$ cat src/rtl/mips_ctrl_pkg.sv
// Shared encodings for the multicycle MIPS main controller: opcodes, FSM states,
// datapath mux codes and the packed control-output bundle.
package mips_ctrl_pkg;

    localparam logic [5:0] OP_RTYPE = 6'd0;
    localparam logic [5:0] OP_J     = 6'd2;
    localparam logic [5:0] OP_BEQ   = 6'd4;
    localparam logic [5:0] OP_BNE   = 6'd5;
    localparam logic [5:0] OP_ADDI  = 6'd8;
    localparam logic [5:0] OP_LW    = 6'd35;
    localparam logic [5:0] OP_SW    = 6'd43;

    // Encoding is visible on the debug state port, so values are pinned.
    typedef enum logic [3:0] {
        S_IDLE   = 4'd0,
        S_FETCH  = 4'd1,
        S_DECODE = 4'd2,
        S_MEMADR = 4'd3,
        S_MEMRD  = 4'd4,
        S_MEMWB  = 4'd5,
        S_MEMWR  = 4'd6,
        S_EXEC   = 4'd7,
        S_RWB    = 4'd8,
        S_BRANCH = 4'd9,
        S_JUMP   = 4'd10,
        S_IEXEC  = 4'd11,
        S_IWB    = 4'd12
    } state_t;

    localparam logic [1:0] ALU_ADD   = 2'b00;
    localparam logic [1:0] ALU_SUB   = 2'b01;
    localparam logic [1:0] ALU_FUNCT = 2'b10;
    localparam logic [1:0] ALU_ADDI  = 2'b11;

    localparam logic [1:0] SRCB_REG     = 2'b00;
    localparam logic [1:0] SRCB_FOUR    = 2'b01;
    localparam logic [1:0] SRCB_IMM     = 2'b10;
    localparam logic [1:0] SRCB_IMM_SH2 = 2'b11;

    localparam logic [1:0] PC_ALU    = 2'b00;
    localparam logic [1:0] PC_ALUOUT = 2'b01;
    localparam logic [1:0] PC_JUMP   = 2'b10;

    typedef struct packed {
        logic       pc_write;
        logic       pc_write_cond;
        logic       branch_ne;
        logic       i_or_d;
        logic       mem_read;
        logic       mem_write;
        logic       ir_write;
        logic       mem_to_reg;
        logic       reg_dst;
        logic       reg_write;
        logic       alu_src_a;
        logic [1:0] alu_src_b;
        logic [1:0] alu_op;
        logic [1:0] pc_source;
        logic       illegal_op;
    } ctrl_t;

endpackage

$ cat src/rtl/mips_ctrl_decode.sv
// Moore output decode: state plus latched-opcode flags (and mem_ready in FETCH)
// to the full control bundle. Every field not set for a state stays 0.
module mips_ctrl_decode
    import mips_ctrl_pkg::*;
(
    input  state_t state,
    input  logic   mem_ready,
    input  logic   op_illegal,
    input  logic   op_bne,
    output ctrl_t  ctrl
);

    always_comb begin
        ctrl = '0;
        case (state)
            S_FETCH: begin
                ctrl.mem_read  = 1'b1;
                ctrl.alu_src_b = SRCB_FOUR;
                ctrl.alu_op    = ALU_ADD;
                ctrl.pc_source = PC_ALU;
                // IR and PC advance only in the cycle the fetch actually completes.
                ctrl.ir_write  = mem_ready;
                ctrl.pc_write  = mem_ready;
            end
            S_DECODE: begin
                ctrl.alu_src_b  = SRCB_IMM_SH2;
                ctrl.alu_op     = ALU_ADD;
                ctrl.illegal_op = op_illegal;
            end
            S_MEMADR: begin
                ctrl.alu_src_a = 1'b1;
                ctrl.alu_src_b = SRCB_IMM;
                ctrl.alu_op    = ALU_ADD;
            end
            S_MEMRD: begin
                ctrl.mem_read = 1'b1;
                ctrl.i_or_d   = 1'b1;
            end
            S_MEMWB: begin
                ctrl.reg_write  = 1'b1;
                ctrl.mem_to_reg = 1'b1;
            end
            S_MEMWR: begin
                ctrl.mem_write = 1'b1;
                ctrl.i_or_d    = 1'b1;
            end
            S_EXEC: begin
                ctrl.alu_src_a = 1'b1;
                ctrl.alu_src_b = SRCB_REG;
                ctrl.alu_op    = ALU_FUNCT;
            end
            S_RWB: begin
                ctrl.reg_write = 1'b1;
                ctrl.reg_dst   = 1'b1;
            end
            S_BRANCH: begin
                ctrl.alu_src_a     = 1'b1;
                ctrl.alu_src_b     = SRCB_REG;
                ctrl.alu_op        = ALU_SUB;
                ctrl.pc_write_cond = 1'b1;
                ctrl.pc_source     = PC_ALUOUT;
                ctrl.branch_ne     = op_bne;
            end
            S_JUMP: begin
                ctrl.pc_write  = 1'b1;
                ctrl.pc_source = PC_JUMP;
            end
            S_IEXEC: begin
                ctrl.alu_src_a = 1'b1;
                ctrl.alu_src_b = SRCB_IMM;
                ctrl.alu_op    = ALU_ADDI;
            end
            S_IWB: begin
                ctrl.reg_write = 1'b1;
            end
            default: ;
        endcase
    end

endmodule

$ cat src/rtl/mips_multicycle_controller.sv
// Multicycle MIPS main control FSM: state and latched-opcode registers plus
// next-state logic; output decode lives in mips_ctrl_decode.
module mips_multicycle_controller
    import mips_ctrl_pkg::*;
#(
    parameter int OPCODE_W = 6,
    parameter int ALUOP_W  = 2,
    parameter bit EN_ADDI  = 1'b1,
    parameter bit EN_JUMP  = 1'b1
) (
    input  logic                clock,
    input  logic                reset_n,
    input  logic [OPCODE_W-1:0] opcode,
    input  logic                mem_ready,
    output logic                pc_write,
    output logic                pc_write_cond,
    output logic                branch_ne,
    output logic                i_or_d,
    output logic                mem_read,
    output logic                mem_write,
    output logic                ir_write,
    output logic                mem_to_reg,
    output logic                reg_dst,
    output logic                reg_write,
    output logic                alu_src_a,
    output logic [1:0]          alu_src_b,
    output logic [ALUOP_W-1:0]  alu_op,
    output logic [1:0]          pc_source,
    output logic                illegal_op,
    output logic [3:0]          state
);

    state_t              state_q, state_d, dec_target;
    logic [OPCODE_W-1:0] op_q;
    logic                op_illegal;
    ctrl_t               ctrl;

    always_ff @(posedge clock or negedge reset_n) begin
        if (!reset_n) begin
            state_q <= S_IDLE;
            op_q    <= '0;
        end else begin
            state_q <= state_d;
            if (state_q == S_DECODE) op_q <= opcode;
        end
    end

    // DECODE dispatch uses the live opcode; the register only takes it at the end of DECODE.
    always_comb begin
        dec_target = S_FETCH;
        op_illegal = 1'b0;
        if (opcode == OPCODE_W'(OP_RTYPE))
            dec_target = S_EXEC;
        else if (opcode == OPCODE_W'(OP_LW) || opcode == OPCODE_W'(OP_SW))
            dec_target = S_MEMADR;
        else if (opcode == OPCODE_W'(OP_BEQ) || opcode == OPCODE_W'(OP_BNE))
            dec_target = S_BRANCH;
        else if (EN_ADDI && opcode == OPCODE_W'(OP_ADDI))
            dec_target = S_IEXEC;
        else if (EN_JUMP && opcode == OPCODE_W'(OP_J))
            dec_target = S_JUMP;
        else
            op_illegal = 1'b1;
    end

    always_comb begin
        state_d = S_IDLE;
        case (state_q)
            S_IDLE:   state_d = S_FETCH;
            S_FETCH:  state_d = mem_ready ? S_DECODE : S_FETCH;
            S_DECODE: state_d = dec_target;
            S_MEMADR: state_d = (op_q == OPCODE_W'(OP_SW)) ? S_MEMWR : S_MEMRD;
            S_MEMRD:  state_d = mem_ready ? S_MEMWB : S_MEMRD;
            S_MEMWB:  state_d = S_FETCH;
            S_MEMWR:  state_d = mem_ready ? S_FETCH : S_MEMWR;
            S_EXEC:   state_d = S_RWB;
            S_RWB:    state_d = S_FETCH;
            S_BRANCH: state_d = S_FETCH;
            S_JUMP:   state_d = S_FETCH;
            S_IEXEC:  state_d = S_IWB;
            S_IWB:    state_d = S_FETCH;
            default:  state_d = S_IDLE;
        endcase
    end

    mips_ctrl_decode u_decode (
        .state      (state_q),
        .mem_ready  (mem_ready),
        .op_illegal (op_illegal),
        .op_bne     (op_q == OPCODE_W'(OP_BNE)),
        .ctrl       (ctrl)
    );

    assign pc_write      = ctrl.pc_write;
    assign pc_write_cond = ctrl.pc_write_cond;
    assign branch_ne     = ctrl.branch_ne;
    assign i_or_d        = ctrl.i_or_d;
    assign mem_read      = ctrl.mem_read;
    assign mem_write     = ctrl.mem_write;
    assign ir_write      = ctrl.ir_write;
    assign mem_to_reg    = ctrl.mem_to_reg;
    assign reg_dst       = ctrl.reg_dst;
    assign reg_write     = ctrl.reg_write;
    assign alu_src_a     = ctrl.alu_src_a;
    assign alu_src_b     = ctrl.alu_src_b;
    assign alu_op        = ALUOP_W'(ctrl.alu_op);
    assign pc_source     = ctrl.pc_source;
    assign illegal_op    = ctrl.illegal_op;
    assign state         = state_q;

endmodule

$ cat config.mk
export PLATFORM = sky130hd
export DESIGN_NAME = mips_multicycle_controller
export DESIGN_NICKNAME = d
export VERILOG_FILES = /design/src/rtl/mips_ctrl_pkg.sv /design/src/rtl/mips_ctrl_decode.sv /design/src/rtl/mips_multicycle_controller.sv
export SDC_FILE = /design/constraint.sdc
export NUM_CORES = 1
export LEC_CHECK = 0
export ABC_AREA = 0
export CORE_MARGIN = 8
export CORE_UTILIZATION = 42
export CTS_BUF_LIST = sky130_fd_sc_hd__clkbuf_16
export DETAILED_ROUTE_END_ITERATION = 8
export HOLD_SLACK_MARGIN = 0.03
export PLACE_DENSITY = 0.87
export SETUP_SLACK_MARGIN = 0.02
export SLEW_MARGIN = 30
export SYNTH_ARGS = -nofsm -noshare
export SYNTH_HDL_FRONTEND = slang
export SYNTH_SLANG_ARGS = --single-unit
$ cat constraint.sdc
create_clock -name clock -period 1.7 [get_ports clock]
set_input_delay 0.17 -clock clock [delete_from_list [all_inputs] [get_ports clock]]
set_output_delay 0.17 -clock clock [all_outputs]
set_load 0.01 [all_outputs]
==> flow_summary.yaml <==
run_status:
  status: "finished, final reports clean"
global_routing:
  overflow: 0
  grt_pass1_wl_mm: 4.30
  track_usage_pct: 15.5
  grt_pass1_vias: 935
  grt_start_max_net_pins: 11
  antenna_found_initial: 0
cts:
  ctsHtreeMaxLevel: 1
  numCtsBuffers: 3
  clockBufferDepth: 2
  clkTransAtPathRegs_ns: 0.04
  cts-root-buf: "clkbuf_16"
  cts_tree: "built"
  insertion_delay_ns: 0.24
  cts_hold_buf: 0
  clock_sinks: 10
timing:
  slew_headroom_pct: 66.1
  skew_ns: 0.00222
  finalCritPeriodShare_pct: 95.1
  finalSetupTns_ns: 0
  min_period_ns: 1.62
  setup_slack_ns: 0.0837
  tightest_slew_ns: 0.507
  rsz0062_at_grt: "no"
  finalHoldViolations: 0
  setup_viol: 0
  max_freq_ghz: 0.619
  timing.final.max_slew_violations: 0
logic_synthesis:
  synth.distinct_cells: 35
  ys_ff_latch: 10
  synth_edf_count: 0
  synth_flop_cell: "dfrtp_1"
  synth_area_per_cell_um2: 8.74
  async_reset_ff_share_pct: 100
  yosysWarnings: 0
  ys_seq_area_share_pct: 33.3
  synth_area_um2: 752
  syn-num-nets: 95
  syn_inst: 86
job:
  cap_violations: 0
worst_setup_path:
  r2r_start: "state[3]$_DFF_PN0_"
  start_kind: "flop"
  critPathMaxFanout: 5
  endpoint_kind: "output port"
  worstPathRequired_ns: 1.53
  arrival_ns: 1.45
  timing.rr.end: "op_q[4]$_DFFE_PN0P_"
  worst-r2r-cell-count: 5
  path_class: "reg -> out"
  regToRegSetupSlack_ns: 0.18
  crit_path_start: "state[2]$_DFF_PN0_"
placement:
  place_ws_ns: -0.344
  place.gp.congestion: 0.877
  io_buffers: 30
  hpwl_mm: 1.80
detailed_routing:
  drt_first_pass_iters: 4
  viasPerCell: 5.46
  drc: 0
  totalWireLength_mm: 2.59
  route.antenna.remaining_nets: 0
  num_vias: 895
  drt-initial-drc-count: 27
  detail_route.wl_per_cell_um: 15.8
floorplanning:
  start_util_pct: 44.0
  die-width_um: 58.3
  fp.dieH_um: 58.3
  rows: 15
  core_um2: 1710
  die_area_um2: 3400
  ioPinCount: 31
final_layout:
  syn_to_final_growth_pct: 71.0
  layout.nets: 149
  drive_gt1_share_pct: 33.1
  n_antenna_cell: 0
power_and_ir_drop:
  power_density_nw_per_um2: 1520
  ir_drop_v: 0.000916
  leakage_nw: 0.615
hold_path:
  min_path_type: "in -> async"
[logic make-up (layout without fill, tap and decap cells)]
logic type	after synthesis	count (layout)	share of synthesized area (%)
AND/OR/NAND/NOR	45	45	34.8
XOR/XNOR	1	1	1.16
AO/OA/AOI/OAI	17	17	16.0
flip-flops	10	10	33.3
buffers and inverters	7	60	5.82
multiplexers	6	6	8.98
[per-stage QoR]
stage	instances	utilization, %	power (mW)	cell area (um2)	hold WS, ns
floorplan	86	-	1.01	752	-0.126
global placement	155	69.7	1.51	1190	0.509
detailed placement	155	69.7	1.54	1190	0.516
CTS	164	76.0	1.95	1300	0.282
global route	164	75.3	2.07	1290	0.314
finish	164	75.3	1.96	1290	0.276
[synthesized netlist by cell type (2+ instances only)]
cell type	n	share of area (%)
mux2_2	6	9.0
dfrtp_1	10	33
nor3b_1	4	4.0
buf_4	2	2.0
a21oi_1	3	2.0
nor4b_1	2	2.3
inv_1	2	1.0
buf_2	2	1.3
nand2b_1	3	2.5
nor3_1	6	4.0
nor2_1	15	7.5
o211ai_1	2	2.0
o22ai_1	2	1.7
nand2_1	6	3.0
[worst max-delay path, stage by stage, from the launching register on]
cell and delay, ns:
dfrtp_1 0.38, nand2b_1 0.21, buf_4 0.18, a21oi_2 0.15, dlygate4sd2_1 0.28
[report_power, final]
part           internal [mW]  switching [mW]  leakage, nW
clock                  0.309           0.115       0.0385
combinational          0.566           0.535        0.453
sequential             0.348          0.0834        0.123
[per-layer routing]
layer / vias to the layer above / wire length [um] / track usage (%)
li1: 426 / - / -
met1: 409 / 1040 / 17.4
met4: 0 / 34 / 4.20
met3: 8 / 200 / 3.48
met5: - / 0 / 0
met2: 52 / 1310 / 28.5
[cells in the final DEF (no fill, tap or decap), types with 2 or more instances in the layout]
cell	netlist	layout
nand2_1	6	6
dlygate4sd2_1	0	17
o22ai_1	2	2
nor3_1	6	6
dfrtp_1	10	10
mux2_2	6	6
inv_1	2	2
clkbuf_16	0	3
nand2b_1	3	3
nor3b_1	4	4
o211ai_1	2	2
clkbuf_2	0	4
buf_4	2	23
nor2_1	15	14
nor4b_2	0	2
a21oi_2	0	2
clkdlybuf4s50_1	0	8
[registers in the layout (all words and copies together), names as in the netlist]
name and count:
state 4, op_q 6
[cell type report]
type | instances | area, um2
clock inverter | 1 | 3.75
clock buffer | 3 | 75.1
fill | 132 | 422
tap | 25 | 31.3
sequential | 10 | 250
multi-input combinational | 69 | 480
timing repair buffer | 54 | 438
inverter | 2 | 7.51
[worst max path at each step]
stage	end	slack, ns	depth (start not counted)
2_1_floorplan	branch_ne	0.19	5
3_3_place_gp	illegal_op	-0.32	6
3_5_place_dp	illegal_op	-0.34	6
4_1_cts	pc_write	0.03	6
5_1_grt	illegal_op	0.02	6
6_report	alu_op[1]	0.08	4
[timing repair]
action / in CTS / in global routing
gates resized for setup: 31 / 10
setup buffers: 5 / 0
setup endpoints to repair: 18 / 5
pin swaps: 1 / 0
Note: power is estimated with default switching activity, not from simulation.
